$ cat config.mk
export PLATFORM = sky130hd
export DESIGN_NAME = rob_commit
export DESIGN_NICKNAME = d
export VERILOG_FILES = /design/src/rtl/rob_commit.sv
export SDC_FILE = /design/constraint.sdc
export NUM_CORES = 2
export LEC_CHECK = 0
export BUFFER_PORTS_ARGS = -buffer_cell sky130_fd_sc_hd__buf_4
export CAP_MARGIN = 20
export CORE_UTILIZATION = 25
export DETAILED_ROUTE_END_ITERATION = 8
export PLACE_DENSITY_LB_ADDON = 0.2
export SYNTH_ARGS = -nofsm -noshare
export SYNTH_HDL_FRONTEND = slang
export SYNTH_SLANG_ARGS = --single-unit
$ cat constraint.sdc
create_clock -name clk -period 14.2 [get_ports clk]
set_input_delay 0.71 -clock clk [delete_from_list [all_inputs] [get_ports clk]]
set_output_delay 0.71 -clock clk [all_outputs]
set_load 0.02 [all_outputs]
$ cat src/rtl/rob_commit.sv
// Circular reorder buffer: allocates on dispatch, captures CDB results, retires in order one per cycle.
// Latency: CDB result for the head entry produces ROB_flag on the following clock edge (bypassed into commit).
// Backpressure: ROB_full drops dispatch; rdy=0 freezes all state; a registered roll flushes the buffer.
module rob_commit #(
    parameter int ROB_SIZE  = 16,
    parameter int ROB_IDX_W = 4
) (
    input  logic                 clk,
    input  logic                 rst,
    input  logic                 rdy,
    input  logic                 Dis_flag,
    input  logic [1:0]           Dis_type,
    input  logic [4:0]           Dis_rd,
    input  logic [31:0]          Dis_pc,
    input  logic                 Dis_pred,
    output logic [ROB_IDX_W-1:0] ROB_free_idx,
    output logic                 ROB_full,
    input  logic [ROB_IDX_W-1:0] Q1_idx,
    output logic                 Q1_ready,
    output logic [31:0]          Q1_val,
    input  logic [ROB_IDX_W-1:0] Q2_idx,
    output logic                 Q2_ready,
    output logic [31:0]          Q2_val,
    input  logic                 CDB_flag,
    input  logic [ROB_IDX_W-1:0] CDB_idx,
    input  logic [31:0]          CDB_val,
    input  logic                 CDB_taken,
    input  logic [31:0]          CDB_target,
    output logic                 ROB_flag,
    output logic [ROB_IDX_W-1:0] ROB_new_idx,
    output logic [4:0]           ROB_rd,
    output logic [31:0]          ROB_val,
    output logic                 Store_commit,
    output logic                 roll,
    output logic [31:0]          roll_pc
);

    localparam logic [1:0]         TYPE_REG = 2'd0;
    localparam logic [1:0]         TYPE_BR  = 2'd1;
    localparam logic [1:0]         TYPE_ST  = 2'd2;
    localparam logic [ROB_IDX_W:0] FULL_CNT = (ROB_IDX_W+1)'(ROB_SIZE);

    logic [ROB_IDX_W-1:0] head, tail;
    logic [ROB_IDX_W:0]   count, count_nxt;
    logic [ROB_SIZE-1:0]  busy, ready;

    logic [1:0]  e_type   [ROB_SIZE];
    logic [4:0]  e_rd     [ROB_SIZE];
    logic [31:0] e_val    [ROB_SIZE];
    logic [31:0] e_pc     [ROB_SIZE];
    logic        e_pred   [ROB_SIZE];
    logic        e_taken  [ROB_SIZE];
    logic [31:0] e_target [ROB_SIZE];

    logic        dis_en, cdb_hit, cdb_head, commit_en, mispred;
    logic [31:0] h_val, h_target;
    logic        h_taken;

    assign ROB_full     = (count == FULL_CNT);
    assign ROB_free_idx = tail;

    // A CDB write aimed at the head entry is folded straight into this cycle's commit decision.
    assign dis_en    = Dis_flag && !ROB_full;
    assign cdb_hit   = CDB_flag && busy[CDB_idx];
    assign cdb_head  = cdb_hit && (CDB_idx == head);
    assign commit_en = (count != '0) && (ready[head] || cdb_head);
    assign h_val     = cdb_head ? CDB_val    : e_val[head];
    assign h_taken   = cdb_head ? CDB_taken  : e_taken[head];
    assign h_target  = cdb_head ? CDB_target : e_target[head];
    assign mispred   = (e_type[head] == TYPE_BR) && (h_taken != e_pred[head]);
    assign count_nxt = count + {{ROB_IDX_W{1'b0}}, dis_en} - {{ROB_IDX_W{1'b0}}, commit_en};

    // Operand forwarding: a same-cycle CDB broadcast beats the stored entry value.
    always_comb begin
        Q1_ready = 1'b0;
        Q1_val   = '0;
        Q2_ready = 1'b0;
        Q2_val   = '0;
        if (CDB_flag && CDB_idx == Q1_idx) begin
            Q1_ready = 1'b1;
            Q1_val   = CDB_val;
        end else if (busy[Q1_idx] && ready[Q1_idx]) begin
            Q1_ready = 1'b1;
            Q1_val   = e_val[Q1_idx];
        end
        if (CDB_flag && CDB_idx == Q2_idx) begin
            Q2_ready = 1'b1;
            Q2_val   = CDB_val;
        end else if (busy[Q2_idx] && ready[Q2_idx]) begin
            Q2_ready = 1'b1;
            Q2_val   = e_val[Q2_idx];
        end
    end

    // Pointers, entry status bits and the registered commit/roll outputs.
    always_ff @(posedge clk) begin
        if (rst) begin
            head         <= '0;
            tail         <= '0;
            count        <= '0;
            busy         <= '0;
            ready        <= '0;
            ROB_flag     <= 1'b0;
            ROB_new_idx  <= '0;
            ROB_rd       <= '0;
            ROB_val      <= '0;
            Store_commit <= 1'b0;
            roll         <= 1'b0;
            roll_pc      <= '0;
        end else if (roll) begin
            // Flush cycle: everything younger than the mispredicted branch is discarded.
            head         <= '0;
            tail         <= '0;
            count        <= '0;
            busy         <= '0;
            ready        <= '0;
            ROB_flag     <= 1'b0;
            Store_commit <= 1'b0;
            roll         <= 1'b0;
        end else if (rdy) begin
            if (cdb_hit) begin
                ready[CDB_idx] <= 1'b1;
            end
            if (commit_en) begin
                busy[head]   <= 1'b0;
                ready[head]  <= 1'b0;
                head         <= head + ROB_IDX_W'(1);
                ROB_flag     <= 1'b1;
                ROB_new_idx  <= head;
                ROB_val      <= h_val;
                ROB_rd       <= (e_type[head] == TYPE_REG) ? e_rd[head] : 5'd0;
                Store_commit <= (e_type[head] == TYPE_ST);
                roll         <= mispred;
                if (mispred) begin
                    roll_pc <= h_taken ? h_target : e_pc[head] + 32'd4;
                end
            end else begin
                ROB_flag     <= 1'b0;
                Store_commit <= 1'b0;
            end
            // Tail never equals a committing head here: dispatch is dropped when full.
            if (dis_en) begin
                busy[tail]  <= 1'b1;
                ready[tail] <= 1'b0;
                tail        <= tail + ROB_IDX_W'(1);
            end
            count <= count_nxt;
        end
    end

    // Entry payload: dispatch fields and CDB results; validity lives in busy/ready.
    always_ff @(posedge clk) begin
        if (!rst && !roll && rdy) begin
            if (cdb_hit) begin
                e_val[CDB_idx]    <= CDB_val;
                e_taken[CDB_idx]  <= CDB_taken;
                e_target[CDB_idx] <= CDB_target;
            end
            if (dis_en) begin
                e_type[tail] <= Dis_type;
                e_rd[tail]   <= Dis_rd;
                e_pc[tail]   <= Dis_pc;
                e_pred[tail] <= Dis_pred;
            end
        end
    end

endmodule

==> flow_summary.json <==
{
  "status": "finished, final reports clean",
  "avgSynthCellArea_um2": 20.2,
  "first_global_vias": 43800,
  "end_kind": "flop",
  "hold_buffers": 0,
  "total_power_uw": 11500,
  "drive_above_1_share_pct": 35.6,
  "register_area_um2": 53000,
  "final_cell_mix": "edfxtp_1, mux4_2, buf_4",
  "cts_buffer_depth": 4,
  "min_path_cells": 1,
  "track_usage_pct": 16.1,
  "grt_max_degree": 79,
  "maxSlewViolCount": 0,
  "overflow": 0,
  "clock_latency_ps": 870,
  "hold_viol_final": 0,
  "io_pins": 269,
  "yosys.area.top_type_share_pct": 63.6,
  "multi_input_area_um2": 25300,
  "clkSinkCount": 1805,
  "num_rows": 206,
  "finClkSkew_ps": 73.1,
  "tightest_slew_ps": 1210,
  "ant_nets": 0,
  "initial_core_util_pct": 25.2,
  "drv_cap": 0,
  "syn_nets": 4074,
  "async_flop_share_pct": 0,
  "finalCritPeriodShare_pct": 40.6,
  "cts_root_buf": "clkbuf_16",
  "netlist_area_um2": 79300,
  "ys_seq_area_share_pct": 66.7,
  "wire_per_inst_um": 30.4,
  "die_h_um": 565,
  "clk_pin_slew_ps": 70,
  "yosys-top-cells-area": "edfxtp_1, mux4_2, dfxtp_1",
  "p_per_area_nw_per_um2": 124,
  "first_pass_iters": 5,
  "min_period_ps": 5760,
  "fill_cells": 30800,
  "final_area_um2": 93000,
  "p_leak_uw": 0.0280,
  "gp_congestion": 0.754,
  "cp_data_arrival_time_ps": 6550,
  "yosysTopAreaCell": "edfxtp_1",
  "ys_types": 85,
  "cts.repair.resized": 0,
  "port-buffer-count": 268,
  "cts_tree": "done",
  "viasPerCell": 4.94,
  "syn_inst": 3936,
  "fmax_mhz": 173,
  "hpwl_mm": 145,
  "setup_tns_ps": 0,
  "layout.cells.most_common": "edfxtp_1",
  "area_delta_synth_final_pct": 17.2,
  "ys_seq_elements": 1805,
  "htree_levels": 4,
  "synth_top_flop_cell": "edfxtp_1",
  "drc_errors": 0,
  "crit_fanout": 42,
  "drtIter0Drc": 3982,
  "worst_hold_path_type": "input pin to flop",
  "grt_setup_unrepaired": "false",
  "irDropWorstVdd_mv": 0.0890,
  "crit_required_ps": 14980,
  "critPathLaunchType": "flop",
  "die-area_um2": 320000,
  "setup_viol": 0,
  "num_vias": 42400,
  "fp.dieW_um": 565,
  "cts_setup_buffers": 0,
  "ys_warn_count": 0,
  "placed_cell_area_um2": 86400,
  "fin_nets": 4377,
  "wl_mm": 261,
  "grt_pass1_wl_mm": 362,
  "antenna_found_initial": 41,
  "cts_made_buffers": 206,
  "final_util_pct": 29.5,
  "crit_type": "flop to flop",
  "r2r_cells": 11,
  "max_slew_margin_pct": 19.1,
  "synth_edf_count": 1680,
  "core_area_um2": 315000
}
-- cell type report --
type	instances	share of cell area (%)
multi-input combinational	1827	27.2
clock inverter	98	0.994
timing repair buffer	377	3.09
antenna	3	0.00807
sequential	1805	57.0
inverter	22	0.0915
clock buffer	275	6.07
tap	4160	5.60
-- cell usage after synthesis (35+ instances only) --
cell	instances
nand2_1	176
a211oi_1	47
edfxtp_1	1680
nor2_1	146
o21ai_0	76
mux2i_1	112
buf_1	65
clkbuf_1	136
nand2b_1	81
a21oi_1	35
dfxtp_1	125
mux4_2	811
buf_2	51
-- worst max-delay path, cell delays in order (launching register included) --
cell and delay, ps:
dfxtp_4 820, buf_4 850, buf_4 700, buf_4 670, mux4_1 370, nand2_1 70, and4_1 290, a2111oi_4 440
nand4_2 410, nor2_2 340, mux2_1 350, o32ai_1 270
-- kinds of logic after synthesis --
logic type	after synthesis	share of synthesized area, %
AOI/OAI and AO/OA	316	2.82
xor gates and xnor gates	36	0.397
adders and majority gates	16	0.262
buffers and inverters	304	1.81
DFF	1805	66.7
muxes	934	24.7
and+or+nand+nor	525	3.22
-- power breakdown --
| part | switching (uW) | leakage (uW) | internal (uW) |
|---|---|---|---|
| Combinational | 266 | 0.00870 | 169 |
| Sequential | 8.58 | 0.0161 | 5820 |
| Clock | 2190 | 0.00321 | 3070 |
| Total | 2460 | 0.0280 | 9060 |
-- path summary, 6_finish.rpt --
| kind | startpoint | to | slack (ps) |
|---|---|---|---|
| setup reg to reg | flop | roll_pc[25] | 8440 |
| hold reg to reg | roll_pc[4] | roll_pc[4] | 480 |
| hold / removal | Dis_pc[21] | e_pc[13][21] | 130 |
| setup / recovery | flop | roll_pc[25] | 8440 |
-- state kept, by name (all words and copies together), names as in the netlist, named ones only --
register      count
ROB_val          32
roll_pc          32
head              4
ROB_new_idx       4
e_val           512
e_rd             80
e_taken          16
e_target        512
roll              1
busy             16
e_type           32
ROB_rd            5
ROB_flag          1
ROB_free_idx      4
e_pc            512
Store_commit      1
e_pred           16
ready            16
count             5
-- layer usage --
metal | routed length, um | GRT usage (%) | share of wire, %
met2 | 124000 | 26.4 | 48
met4 | 5480 | 3.34 | 2.1
met3 | 15600 | 3.05 | 6.0
met1 | 115000 | 22.2 | 44
met5 | 172 | 0 | 0.066
-- metrics by stage --
stage	worst slack, ps	cells	hold WS [ps]
4_1_cts	8230	8563	61.7
3_5_place_dp	8210	8190	462
5_1_grt	7850	8564	88.6
6_report	8440	8567	133
3_3_place_gp	8180	8190	455
2_1_floorplan	9170	3936	444
(Power assumes the default switching activity.)
